==> src/rtl/vga_timing_pkg.sv <==
// Shared VGA timing definitions: phase encoding, default 800x600@60 timing
// and the 12-bit address width used by the sync generator and its phase FSMs.
package vga_timing_pkg;

  localparam int ADDR_W = 12;

  typedef enum logic [1:0] {
    PH_SYNC   = 2'd0,
    PH_BACK   = 2'd1,
    PH_ACTIVE = 2'd2,
    PH_FRONT  = 2'd3
  } phase_t;

  localparam int DEF_H_SYNC   = 128;
  localparam int DEF_H_BACK   = 88;
  localparam int DEF_H_ACTIVE = 800;
  localparam int DEF_H_FRONT  = 40;
  localparam int DEF_V_SYNC   = 4;
  localparam int DEF_V_BACK   = 23;
  localparam int DEF_V_ACTIVE = 600;
  localparam int DEF_V_FRONT  = 1;

  function automatic logic [ADDR_W-1:0] phase_len(
    input phase_t            ph,
    input logic [ADDR_W-1:0] len_sync,
    input logic [ADDR_W-1:0] len_back,
    input logic [ADDR_W-1:0] len_active,
    input logic [ADDR_W-1:0] len_front
  );
    logic [ADDR_W-1:0] len;
    case (ph)
      PH_SYNC:   len = len_sync;
      PH_BACK:   len = len_back;
      PH_ACTIVE: len = len_active;
      default:   len = len_front;
    endcase
    return len;
  endfunction

  function automatic phase_t next_phase(input phase_t ph);
    phase_t nxt;
    case (ph)
      PH_SYNC:   nxt = PH_BACK;
      PH_BACK:   nxt = PH_ACTIVE;
      PH_ACTIVE: nxt = PH_FRONT;
      default:   nxt = PH_SYNC;
    endcase
    return nxt;
  endfunction

endpackage

==> src/rtl/vga_phase_fsm.sv <==
// Four-phase (SYNC/BACK/ACTIVE/FRONT) counter FSM; one instance paces pixels
// within a line, the other paces lines within a frame.
module vga_phase_fsm
  import vga_timing_pkg::*;
#(
  parameter int SYNC_LEN   = DEF_H_SYNC,
  parameter int BACK_LEN   = DEF_H_BACK,
  parameter int ACTIVE_LEN = DEF_H_ACTIVE,
  parameter int FRONT_LEN  = DEF_H_FRONT
) (
  input  logic              clk,
  input  logic              rst_n,
  input  logic              en,
  output phase_t            state,
  output logic [ADDR_W-1:0] count,
  output logic              last
);

  localparam logic [ADDR_W-1:0] SYNC_L   = ADDR_W'(SYNC_LEN);
  localparam logic [ADDR_W-1:0] BACK_L   = ADDR_W'(BACK_LEN);
  localparam logic [ADDR_W-1:0] ACTIVE_L = ADDR_W'(ACTIVE_LEN);
  localparam logic [ADDR_W-1:0] FRONT_L  = ADDR_W'(FRONT_LEN);

  logic [ADDR_W-1:0] cur_len;
  logic              at_end;

  assign cur_len = phase_len(state, SYNC_L, BACK_L, ACTIVE_L, FRONT_L);
  assign at_end  = (count == cur_len - ADDR_W'(1));
  // Final count of FRONT closes the whole period (line or frame).
  assign last    = at_end && (state == PH_FRONT);

  always_ff @(posedge clk or negedge rst_n) begin
    if (!rst_n) begin
      state <= PH_SYNC;
      count <= '0;
    end else if (en) begin
      if (at_end) begin
        state <= next_phase(state);
        count <= '0;
      end else begin
        count <= count + ADDR_W'(1);
      end
    end
  end

endmodule

==> src/rtl/vga_sync_gen_module.sv <==
// VGA sync/timing generator: HSYNC/VSYNC, pixel-valid and active-area addresses.
// Optional VGA_SYNC_FRAME_START_EN adds a one-clock Frame_Start_Sig pulse.
module vga_sync_gen_module
  import vga_timing_pkg::*;
#(
  parameter int   H_SYNC     = DEF_H_SYNC,
  parameter int   H_BACK     = DEF_H_BACK,
  parameter int   H_ACTIVE   = DEF_H_ACTIVE,
  parameter int   H_FRONT    = DEF_H_FRONT,
  parameter int   V_SYNC     = DEF_V_SYNC,
  parameter int   V_BACK     = DEF_V_BACK,
  parameter int   V_ACTIVE   = DEF_V_ACTIVE,
  parameter int   V_FRONT    = DEF_V_FRONT,
  parameter logic HS_POL     = 1'b1,
  parameter logic VS_POL     = 1'b1,
  parameter int   SYNC_DELAY = 1
) (
  input  logic              vga_clk,
  input  logic              rst_n,
  output logic              HSYNC_Sig,
  output logic              VSYNC_Sig,
  output logic              Ready_Sig,
  output logic [ADDR_W-1:0] Column_Addr_Sig,
  output logic [ADDR_W-1:0] Row_Addr_Sig
`ifdef VGA_SYNC_FRAME_START_EN
  ,
  output logic              Frame_Start_Sig
`endif
);

  localparam int STAGES = SYNC_DELAY + 1;

  phase_t            h_state;
  phase_t            v_state;
  logic [ADDR_W-1:0] h_count;
  logic [ADDR_W-1:0] v_count;
  logic              h_last;
  logic              v_last;
  logic              h_active;
  logic              v_active;
  logic              frame_end;
  logic [STAGES-1:0] hs_pipe;
  logic [STAGES-1:0] vs_pipe;

  vga_phase_fsm #(
    .SYNC_LEN   (H_SYNC),
    .BACK_LEN   (H_BACK),
    .ACTIVE_LEN (H_ACTIVE),
    .FRONT_LEN  (H_FRONT)
  ) h_fsm (
    .clk   (vga_clk),
    .rst_n (rst_n),
    .en    (1'b1),
    .state (h_state),
    .count (h_count),
    .last  (h_last)
  );

  // Lines advance only on the final pixel clock of each line.
  vga_phase_fsm #(
    .SYNC_LEN   (V_SYNC),
    .BACK_LEN   (V_BACK),
    .ACTIVE_LEN (V_ACTIVE),
    .FRONT_LEN  (V_FRONT)
  ) v_fsm (
    .clk   (vga_clk),
    .rst_n (rst_n),
    .en    (h_last),
    .state (v_state),
    .count (v_count),
    .last  (v_last)
  );

  assign h_active  = (h_state == PH_ACTIVE);
  assign v_active  = (v_state == PH_ACTIVE);
  assign frame_end = h_last && v_last;

  always_ff @(posedge vga_clk or negedge rst_n) begin
    if (!rst_n) begin
      Ready_Sig       <= 1'b0;
      Column_Addr_Sig <= '0;
      Row_Addr_Sig    <= '0;
    end else begin
      Ready_Sig       <= h_active && v_active;
      Column_Addr_Sig <= h_active ? h_count : '0;
      Row_Addr_Sig    <= v_active ? v_count : '0;
    end
  end

  // Stage 0 matches the address latency; extra stages align with downstream colour.
  always_ff @(posedge vga_clk or negedge rst_n) begin
    if (!rst_n) begin
      hs_pipe <= {STAGES{~HS_POL}};
      vs_pipe <= {STAGES{~VS_POL}};
    end else begin
      for (int i = STAGES - 1; i > 0; i--) begin
        hs_pipe[i] <= hs_pipe[i-1];
        vs_pipe[i] <= vs_pipe[i-1];
      end
      hs_pipe[0] <= (h_state == PH_SYNC) ? HS_POL : ~HS_POL;
      vs_pipe[0] <= (v_state == PH_SYNC) ? VS_POL : ~VS_POL;
    end
  end

  assign HSYNC_Sig = hs_pipe[STAGES-1];
  assign VSYNC_Sig = vs_pipe[STAGES-1];

`ifdef VGA_SYNC_FRAME_START_EN
  always_ff @(posedge vga_clk or negedge rst_n) begin
    if (!rst_n) begin
      Frame_Start_Sig <= 1'b0;
    end else begin
      Frame_Start_Sig <= h_active && v_active && (h_count == '0) && (v_count == '0);
    end
  end
`endif

  // A frame boundary must bring both FSMs back to line 0, pixel 0 together.
  assert property (@(posedge vga_clk) disable iff (!rst_n)
    frame_end |=> (h_state == PH_SYNC && h_count == '0 &&
                   v_state == PH_SYNC && v_count == '0));

endmodule
==> config.mk <==
export PLATFORM = sky130hd
export DESIGN_NAME = vga_sync_gen_module
export DESIGN_NICKNAME = d
export VERILOG_FILES = /design/src/rtl/vga_timing_pkg.sv /design/src/rtl/vga_phase_fsm.sv /design/src/rtl/vga_sync_gen_module.sv
export SDC_FILE = /design/constraint.sdc
export NUM_CORES = 1
export LEC_CHECK = 0
export ABC_AREA = 1
export BUFFER_PORTS_ARGS = -buffer_cell sky130_fd_sc_hd__buf_2
export CORE_MARGIN = 8
export CORE_UTILIZATION = 45
export CTS_BUF_LIST = sky130_fd_sc_hd__clkbuf_16
export DETAILED_ROUTE_END_ITERATION = 8
export GPL_ROUTABILITY_DRIVEN = 0
export PLACE_DENSITY_LB_ADDON = 0.1
export SLEW_MARGIN = 20
export SYNTH_ARGS = -nofsm -noshare
export SYNTH_HDL_FRONTEND = slang
export SYNTH_SLANG_ARGS = --single-unit
==> constraint.sdc <==
create_clock -name vga_clk -period 4.33 [get_ports vga_clk]
set_input_delay 0.2165 -clock vga_clk [delete_from_list [all_inputs] [get_ports vga_clk]]
set_output_delay 0.2165 -clock vga_clk [all_outputs]
set_load 0.05 [all_outputs]
* After elaboration in Yosys (flattened, before gate mapping)
Index checks and enable logic that the tools add are counted. W data, S select, Z words.
Cells by class: add/subtract/negate cells 4, div/mod/pow operators 0, shift operators 0, magnitude comparators 0, multiplexer cells 10, eq/ne operators 7, bitwise logic cells 0, $mul 0, reductions and logical operators 5
Operator list (number):
- $pmux W10 S3 | 2
- $mux W12 | 4
- $add A12 B1 Y12 const B | 2
- $eq A12 B12 Y1 | 2
- $sub A10 B1 Y11 const B | 2
- $pmux W2 S3 | 2
- $eq A2 B2 Y1 const B | 3
- $eq A2 B1 Y1 const B | 2
- $logic_not A2 Y1 | 2
- $logic_and A1 B1 Y1 | 2
- $mux W1 | 2
- $reduce_and A2 Y1 | 1
Word-level totals: memories kept 0, bits in registers 57, bits in read-only memories 0, latch bits 0, logic and storage cells 35, output and inout port bits 27, bits of input ports 2, memory bits (writable) 0

* Longest topological paths before layout
Gate-level depths: netlist of the first run.
depth in word-level cells 6, gate-level depth with buffers 11, depth with buffers taken out 11

* Hierarchy
Synthesis of the first run repeated with hierarchy kept, for this count alone.
Second synthesis, totals: cell total of the unflattened synthesis 375, area total of the unflattened synthesis 3105.5 um^2
Modules (own cells, without submodules):
- vga_phase_fsm (h_fsm) | instances 1, area each 1107.3 um^2, cells an instance 152
- vga_sync_gen_module | instances 1, area each 1023.5 um^2, cells an instance 87
- vga_phase_fsm (v_fsm) | instances 1, area each 974.7 um^2, cells an instance 136

* Least setup slack after synthesis of the first run
Ideal clock, no wire load.
path kind reg-to-reg, from register v_fsm.state[0], to register v_fsm.state[0], setup time 120 ps, stages on the path, launching flop included 11, slack 2576 ps, path buffers 1, arrival 1634 ps, period minus slack after synthesis 1754 ps, cells stage by stage dfrtp_1 inv_1 ha_1 ha_1 nor2_1 nand2_1 nor2_1 nand4_1 buf_2 o21bai_2 nand2_1
On the way: word-level cells in the longest chain between the ends 5, elaborated cells between the ends (all ways) 8
Ends and longest elaborated chain:
- start: declaration | RTL line vga_phase_fsm.sv:14 | output phase_t state,
- start signal: assignment | RTL line vga_phase_fsm.sv:38 | state <= next_phase(state);
- $eq A2 B2 Y1, or another cell as far along | RTL line vga_timing_pkg.sv:31, vga_timing_pkg.sv:42
- $pmux W10 S3 | RTL line vga_timing_pkg.sv:31 | case (ph)
- $sub A10 B1 Y11 | RTL line vga_phase_fsm.sv:28 | assign at_end = (count == cur_len - ADDR_W'(1));
- $eq A12 B12 Y1 | RTL line vga_phase_fsm.sv:28
- $reduce_and A2 Y1 (no line)
Parallel ways exist; a longest one is shown, timed or not. A chain may end at the register's enable or synchronous reset.

* Worst setup path after layout of the first run
Ends and elaborated chain as after synthesis.

==> impl_metrics.tcl, run 1 <==
set metrics [dict create \
    max_freq_ghz 0.392 \
    hold_buffers 0 \
    antenna_cells 0 \
    finalSetupViolCount 0 \
    syn-num-nets 354 \
    vias_per_cell 4.68 \
    ys_warn_count 0 \
    avgSynthCellArea_um2 8.23 \
    cts_max_path_buffers 2 \
    ys_seq_area_share_pct 51.4 \
    die_w_um 94.5 \
    grt_max_degree 58 \
    yosysTopAreaCell "dfrtp_1" \
    dp_hpwl_um 3670 \
    r2r-start "v_fsm.state[0]$_DFFE_PN0P_" \
    slew_headroom_pct 54.2 \
    cp-start-kind "flop" \
    fillers 573 \
    post_cts_resized 0 \
    fin_nets 387 \
    crit_chain "inv_1 > ha_1 > ha_1 > nor2_1 > nand2_1 > nor2_1 > nand4_1 > nor2_1 > nand2_1 > nand2_1" \
    track_usage_pct 13.3 \
    p_per_area_mw_per_mm2 387 \
    htree_levels 3 \
    design.die.area_mm2 0.00894 \
    clock_sinks 57 \
    grt_pass1_wl_um 9220 \
    leakagePower_nw 1.87 \
    syn_area_mm2 0.00278 \
    cts-root-buf "clkbuf_16" \
    worst_slew_pin_slew_ns 0.687 \
    row_count 28 \
    tritoncts "yes" \
    num_vias 2108 \
    min_path_type "in -> async" \
    final_hold_viol_count 0 \
    ys_types 26 \
    chipHeight_um 94.5 \
    io_pins 29 \
    routed_wl_um 5250 \
    drv_cap 0 \
    worstSetupPathType "reg -> reg" \
    rsz0062_at_grt "no" \
    antenna_found_initial 0 \
    cp_slowest_stage_delay_ns 0.51 \
    critPathCaptureType "flop" \
    critPathArrivalTime_ns 2.81 \
    antenna_left 0 \
    clk_pin_slew_ns 0.05 \
    syn_inst 337 \
    skew_ns 0.00568 \
    fin_crit_ns 2.55 \
    drcViolationCount 0 \
    power_mw 1.27 \
    grt-ovfl-total 0 \
    synth.top_cell.area_share_pct 51.4 \
    min_period_over_period_pct 58.9 \
    startpoint "v_fsm.state[0]$_DFFE_PN0P_" \
    crit_fanout 15 \
    grt_pass1_vias 1985 \
    finalMaxSlewViolations 0 \
    vdd_ir_drop_max_uv 247 \
    outcome "complete, no violations" \
    synth-seq-cells 57 \
    drive_gt1_share_pct 13.9 \
    synthTopCellsByArea "dfrtp_1 (51%), nand2_1 (15%), inv_1 (8.3%)" \
    insertion_delay_ns 0.32 \
    cts_buffers 9 \
    portBuffers 28 \
    core_area_mm2 0.00596 \
    cts_setup_buffers 0 \
    areaGrowthSynthToFinish_pct 18.4 \
    crit_path_top_delay_cell "ha_1" \
    hold_slack_ns 0.0284 \
    first_pass_iters 5 \
    wire_per_inst_um 11.7 \
    initial_core_util_pct 46.6 \
    setup_tns_ns 0 \
    drtIter0Drc 170 \
    crit_required_ns 4.59 \
]
## Yosys cell counts
cell	instances
nor2_2	2
clkbuf_1	2
o21bai_1	2
buf_2	3
o21ai_0	16
nand3_1	9
nor3_1	3
clkinv_2	1
xor2_1	6
buf_6	1
dfrtp_1	57
a21oi_1	5
o21bai_2	2
or2_2	1
nand2_2	1
nand3b_1	2
inv_1	61
nand2_1	108
o21ai_1	6
xnor2_1	1
ha_1	15
nand3_4	1
o21ai_2	1
nand4_1	3
nor2_1	27
buf_4	1
## cell usage in the layout (no fill, tap or decap), drive strengths merged
cell      Yosys  final
xnor2         1      1
bufinv        0      2
clkbuf        2      9
buf           5     29
dfrtp        57     57
o21ai        23     23
a21oi         5      5
clkinvlp      0      1
xor2          6      6
o21bai        4      4
or2           1      1
nand3        10     10
ha           15     15
inv          61     61
nor3          3      3
nand4         3      3
clkinv        1      5
nand2       109    109
nor2         29     29
nand3b        2      2
## cell type report
| cell class | count | area (µm²) | area share [%] |
|---|---|---|---|
| Clock buffer | 9 | 225 | 6.85 |
| Clock inverter | 7 | 85.1 | 2.59 |
| Inverter | 62 | 234 | 7.12 |
| Multi-Input combinational cell | 211 | 1070 | 32.7 |
| Sequential cell | 57 | 1430 | 43.4 |
| Tap cell | 75 | 93.8 | 2.86 |
| Timing Repair Buffer | 29 | 148 | 4.49 |
## state kept, by name (all words and copies together) (netlist names)
| signal | count |
|---|---|
| Column_Addr_Sig | 12 |
| Row_Addr_Sig | 12 |
| h_fsm.count | 12 |
| v_fsm.count | 12 |
| h_fsm.state | 2 |
| hs_pipe | 2 |
| v_fsm.state | 2 |
| vs_pipe | 2 |
| Ready_Sig | 1 |
## path summary, 6_finish.rpt
| kind | slack [ns] | cells after the start | end |
|---|---|---|---|
| worst max-delay path | 1.78 | 10 | v_fsm.state[0]$_DFFE_PN0P_ |
| worst min-delay path | 0.03 | 2 | Column_Addr_Sig[9]$_DFF_PN0_ |
| worst max register to register | 1.78 | 10 | v_fsm.state[0]$_DFFE_PN0P_ |
| worst min register to register | 0.35 | 0 | vs_pipe[1]$_DFF_PN0_ |
| max in group asynchronous | 3.84 | 2 | Row_Addr_Sig[7]$_DFF_PN0_ |
| min in group vga_clk | 0.35 | 0 | vs_pipe[1]$_DFF_PN0_ |
## metrics by stage
step	cell area (µm²)	util, %	worst slack, ns	cells
floorplan	2780	-	2.58	337
global placement	2980	50.0	1.87	434
detailed placement	2980	50.0	1.78	434
CTS	3290	55.2	1.73	450
global route	3290	55.2	1.43	450
finish	3290	55.2	1.78	450
## per-layer routing
layer | routed length [µm] | GRT usage (%)
met5 | 0 | 0
met4 | 99 | 7.02
met3 | 376 | 4.37
met2 | 2150 | 18.5
met1 | 2620 | 17.8
## worst max-delay path, delay by kind of cell, from the launching register on
kind | cells | cell delay (ns)
adder cells (fa/ha/maj) | 2 | 0.84
buffers and inverters | 1 | 0.14
flip-flops | 1 | 0.40
AND/OR/NAND/NOR | 7 | 1.11
## power breakdown
part           leakage, nW  total (mW)  switching (mW)  internal, mW
sequential           0.761       0.534               0         0.534
combinational        0.957      0.0105         0.00961      0.000902
clock                0.150       0.729           0.233         0.496
## cell families (layout without fill, tap and decap cells)
group | count (synthesis) | after routing | synth area share [%]
XOR/XNOR | 7 | 7 | 2.21
flip-flops | 57 | 57 | 51.4
buffers and inverters | 69 | 107 | 9.92
adder cells (fa/ha/maj) | 15 | 15 | 6.76
AO/OA/AOI/OAI | 32 | 32 | 6.54
AND/OR/NAND/NOR | 157 | 157 | 23.2
Power figures use the tool's default switching activity.
==> run 2: changes to the inputs <==
==> constraint.sdc (replaced) <==
create_clock -name vga_clk -period 2.3 [get_ports vga_clk]
set_input_delay 0.115 -clock vga_clk [delete_from_list [all_inputs] [get_ports vga_clk]]
set_output_delay 0.115 -clock vga_clk [all_outputs]
set_load 0.05 [all_outputs]
==> run 2 against run 1 <==
Die area unchanged; flip-flop and latch count unchanged; via count decreased by 1.9%; largest cell class unchanged.
==> impl_metrics.tcl, run 2 (same netlist as run 1, synthesis figures left out) <==
set metrics [dict create \
    cts-root-buf "clkbuf_16" \
    final_hold_viol_count 0 \
    final_cell_mix "nand2_1 (108), inv_1 (62), dfrtp_1 (57)" \
    insertion_delay_ns 0.32 \
    skew_ns 0.00412 \
    row_count 28 \
    design.die.area_mm2 0.00894 \
    power_mw 2.26 \
    vdd_ir_drop_max_uv 402 \
    leakagePower_nw 1.89 \
    finalMaxSlewViolations 0 \
    num_vias 2069 \
    fin_cells 454 \
    drtIter0Drc 150 \
    regArea_mm2 0.00143 \
    cts_buffers 9 \
    grt_pass1_vias 1913 \
    drive_gt1_share_pct 14.2 \
    wire_per_inst_um 11.5 \
    hp-start "vs_pipe[0]$_DFF_PN0_" \
    min_path_type "reg -> reg" \
    grt_max_degree 32 \
    first_pass_iters 4 \
    dp_hpwl_um 3770 \
    critPathArrivalTime_ns 2.32 \
    critPathCaptureType "flop" \
    fin_crit_ns 2.06 \
    cp-start-kind "flop" \
    startpoint "h_fsm.state[0]$_DFFE_PN0N_" \
    drcViolationCount 0 \
    io_pins 29 \
    max_freq_ghz 0.485 \
    initial_core_util_pct 46.6 \
    antenna_found_initial 0 \
    hold_depth 0 \
    reg2reg_slack_ns 0.24 \
    finalSetupViolCount 0 \
    setup_tns_ns 0 \
    die_w_um 94.5 \
    worst_slew_pin_slew_ns 0.622 \
    vias_per_cell 4.56 \
    multi_input_area_mm2 0.00107 \
    chipHeight_um 94.5 \
    fillers 557 \
    rsz0062_at_grt "no" \
    track_usage_pct 13.2 \
    final_common_cell "nand2_1" \
    antenna_left 0 \
    rr_endpoint "v_fsm.state[1]$_DFFE_PN0P_" \
    utilization_pct 55.5 \
    gr-usage-met1_pct 17.9 \
    grt-ovfl-total 0 \
    tritoncts "yes" \
    grt_use_met3_pct 4.68 \
    hold_end "vs_pipe[1]$_DFF_PN0_" \
    clock_sinks 57 \
    areaGrowthSynthToFinish_pct 19.1 \
    p_per_area_mw_per_mm2 684 \
    r2r-start "h_fsm.state[0]$_DFFE_PN0N_" \
    fin_nets 392 \
    crit_required_ns 2.56 \
    core_area_mm2 0.00596 \
    grt_pass1_wl_um 9110 \
    r2r_cells 11 \
    top_usage_layer "met2" \
    setup_slack_ns 0.237 \
    routed_wl_um 5210 \
    drv_cap 0 \
    htree_levels 3 \
    antenna_cells 0 \
    use_met2_pct 18.0 \
    crit_fanout 26 \
    dp_slack_ns 0.268 \
    dp.cells 438 \
    clk_pin_slew_ns 0.05 \
    worstSetupPathType "reg -> reg" \
    min_period_over_period_pct 89.7 \
    outcome "complete, no violations" \
    slew_headroom_pct 58.6 \
    cts_max_path_buffers 2 \
    portBuffers 28 \
]
run 2: cell type report:
| type | instances | area share, % |
|---|---|---|
| multi-input combinational | 211 | 32.5 |
| clock inverter | 6 | 1.55 |
| tap | 75 | 2.84 |
| clock buffer | 9 | 6.82 |
| timing repair buffer | 34 | 6.06 |
| sequential | 57 | 43.2 |
| inverter | 62 | 7.08 |
run 2: worst max path at each step:
stage                            endpoint  cells after the start
2_1_floorplan  v_fsm.state[0]$_DFFE_PN0P_                     10
3_3_place_gp   v_fsm.state[1]$_DFFE_PN0P_                     11
3_5_place_dp   v_fsm.state[1]$_DFFE_PN0P_                     11
4_1_cts        v_fsm.state[1]$_DFFE_PN0P_                     11
5_1_grt        v_fsm.state[1]$_DFFE_PN0P_                     11
6_report       v_fsm.state[1]$_DFFE_PN0P_                     11
run 2: per-layer routing:
layer / part of all wire (%) / vias to the layer above
li1: - / 1086
met1: 51 / 930
met2: 40 / 42
met3: 7.0 / 11
met4: 2.0 / 0
met5: 0 / -
run 2: critical path, stage by stage, from the launching register on:
cell     delay (ns)
dfrtp_1        0.44
inv_1          0.16
ha_1           0.31
inv_1          0.09
nand2_1        0.06
nand3_1        0.07
nand2_1        0.07
nor2_2         0.19
nand3_4        0.27
nor2_1         0.21
nand2_1        0.07
nand2_1        0.07
run 2: repair_timing:
item / CTS / global route
hold endpoints to repair: 26 / 0
buffers inserted: 0 / 0
resized for setup: 0 / 0
hold buffers: 1 / 0
endpoints found under the setup margin: 0 / 0
run 2: metrics by stage:
step                      area, µm²  hold slack [ns]
final                          3300            0.344
after global routing           3300            0.353
after CTS                      3300            0.347
after detailed placement       3020            0.178
after global placement         3020            0.172
after floorplan                2780           -0.181
run 2: power breakdown:
group          internal [mW]  switching, mW  total [mW]
clock                  0.813          0.417        1.23
sequential              1.01              0        1.01
combinational        0.00511         0.0194      0.0245
total                   1.82          0.436        2.26
==> run 3: changes to the inputs <==
==> constraint.sdc (replaced) <==
create_clock -name vga_clk -period 1.9 [get_ports vga_clk]
set_input_delay 0.095 -clock vga_clk [delete_from_list [all_inputs] [get_ports vga_clk]]
set_output_delay 0.095 -clock vga_clk [all_outputs]
set_load 0.05 [all_outputs]
==> run 3 against run 2 <==
Routed wire length rose by 14%; register-to-register slack worse by 0.13 ns; clock skew barely moved; count of clock-buffer cells in the layout stayed put; power grew 15%; cell area grew 6.8%; worst hold slack lost 0.026 ns; setup slack lost 0.13 ns; critical path type unchanged; largest power group unchanged.
==> impl_metrics.tcl, run 3 (same netlist as run 1, synthesis figures left out) <==
set metrics [dict create \
    dpl_cell_area_mm2 0.00306 \
    leakagePower_nw 1.97 \
    htree_levels 3 \
    final_cell_mix "nand2_1 (104), inv_1 (59), dfrtp_1 (57)" \
    dp_hpwl_um 3820 \
    grt_max_degree 32 \
    grt_pass1_wl_um 9760 \
    io_pins 29 \
    wire_per_inst_um 12.6 \
    outcome "complete, no violations" \
    fillers 533 \
    setup_tns_ns 0 \
    slew_headroom_pct 60.0 \
    drcViolationCount 0 \
    antenna_found_initial 0 \
    finalMaxSlewViolations 0 \
    clock_sinks 57 \
    drtIter0Drc 87 \
    cp_common_cell "nand2_1" \
    row_count 28 \
    vdd_ir_drop_max_uv 594 \
    hold_slack_ns 0.318 \
    antenna_cells 0 \
    cts_max_path_buffers 2 \
    routed_wl_um 5930 \
    track_usage_pct 14.1 \
    reg2reg_slack_ns 0.11 \
    crit_fanout 7 \
    max_freq_ghz 0.559 \
    drive_gt1_share_pct 20.7 \
    power_mw 2.61 \
    grt_pass1_vias 2035 \
    fin_crit_ns 1.79 \
    min_path_type "in -> async" \
    cts_buffers 9 \
    critPathCaptureType "flop" \
    finalSetupViolCount 0 \
    die_w_um 94.5 \
    fin_nets 409 \
    crit_chain "buf_6 > ha_2 > nor2_2 > nand2_1 > nand2_1 > nand2_2 > nor2_4 > buf_6 > nand3_4 > o21bai_4 > nand2_1" \
    antenna_left 0 \
    vias_per_cell 4.71 \
    first_pass_iters 4 \
    multi_input_area_mm2 0.00120 \
    cp-start-kind "flop" \
    chipHeight_um 94.5 \
    grt-ovfl-total 0 \
    final_common_cell "nand2_1" \
    worst_slew_pin_slew_ns 0.599 \
    crit_path_top_delay_cell "dfrtp_1" \
    regArea_mm2 0.00143 \
    p_per_area_mw_per_mm2 739 \
    cp_slowest_stage_delay_ns 0.41 \
    core_area_mm2 0.00596 \
    design.die.area_mm2 0.00894 \
    areaGrowthSynthToFinish_pct 27.2 \
    skew_ns 0.00444 \
    final_hold_viol_count 0 \
    clk_pin_slew_ns 0.05 \
    num_vias 2220 \
    tritoncts "yes" \
    worstSetupPathType "reg -> reg" \
    critPathArrivalTime_ns 2.00 \
    drv_cap 0 \
    cts-root-buf "clkbuf_16" \
    insertion_delay_ns 0.32 \
    crit_required_ns 2.11 \
    min_period_over_period_pct 94.2 \
    initial_core_util_pct 46.6 \
    portBuffers 28 \
    fin_area_mm2 0.00353 \
]
-- run 3: changes by cell type in the layout (fill, tap and decap cells not counted), sizes merged --
cell / change
buf: +14
bufinv: -1
clkinv: +1
nand3: +3
-- run 3: path summary, 6_finish.rpt --
kind / start / end / cells past startpoint
min in group vga_clk: hs_pipe[0]$_DFF_PN0_ / hs_pipe[1]$_DFF_PN0_ / 0
worst min register to register: hs_pipe[0]$_DFF_PN0_ / hs_pipe[1]$_DFF_PN0_ / 0
max in group asynchronous: rst_n / v_fsm.count[3]$_DFFE_PN0P_ / 3
worst max-delay path: h_fsm.state[0]$_DFFE_PN0N_ / v_fsm.state[0]$_DFFE_PN0P_ / 11
worst min-delay path: rst_n / Column_Addr_Sig[8]$_DFF_PN0_ / 2
worst max register to register: h_fsm.state[0]$_DFFE_PN0N_ / v_fsm.state[0]$_DFFE_PN0P_ / 11
-- run 3: report_power, final --
part,switching (mW),internal [mW]
logic,0.0234,0.00618
registers,0,1.22
clock network,0.512,0.850
-- run 3: metrics by stage --
stage	worst slack, ns	std cells	util, %
2_1_floorplan	0.146	337	-
3_3_place_gp	-0.00201	444	51.4
3_5_place_dp	-0.0312	444	51.4
4_1_cts	-0.0000953	461	56.1
5_1_grt	-0.0100	471	59.3
6_report	0.110	471	59.3
-- run 3: metal layers --
metal	vias up	track usage [%]	part of all wire, %
li1	1139	-	-
met1	1024	18.6	48
met2	48	20.3	43
met3	9	4.05	6.6
met4	0	8.19	2.0
met5	-	0	0
-- run 3: final cells by class --
class | instances | share of cell area [%]
timing repair buffer | 48 | 9.18
sequential | 57 | 40.4
clock inverter | 6 | 0.744
inverter | 62 | 6.74
tap | 75 | 2.66
clock buffer | 9 | 6.38
multi-input combinational | 214 | 33.9
-- run 3: worst max-delay path: cells and delay by family, from the launching register on --
kind / cells / cell delay, ns
buf+inv: 2 / 0.26
compound gates: 1 / 0.18
simple gates: 7 / 0.63
fa+ha+maj: 1 / 0.19
flops: 1 / 0.41
-- run 3: what timing repair did --
item / in CTS / in global routing
buffers inserted: 0 / 8
hold endpoints to repair: 26 / 0
setup endpoints to repair: 3 / 26
cloned: 1 / 2
hold buffers: 1 / 0
gates resized for setup: 2 / 27
pin swaps: 0 / 9
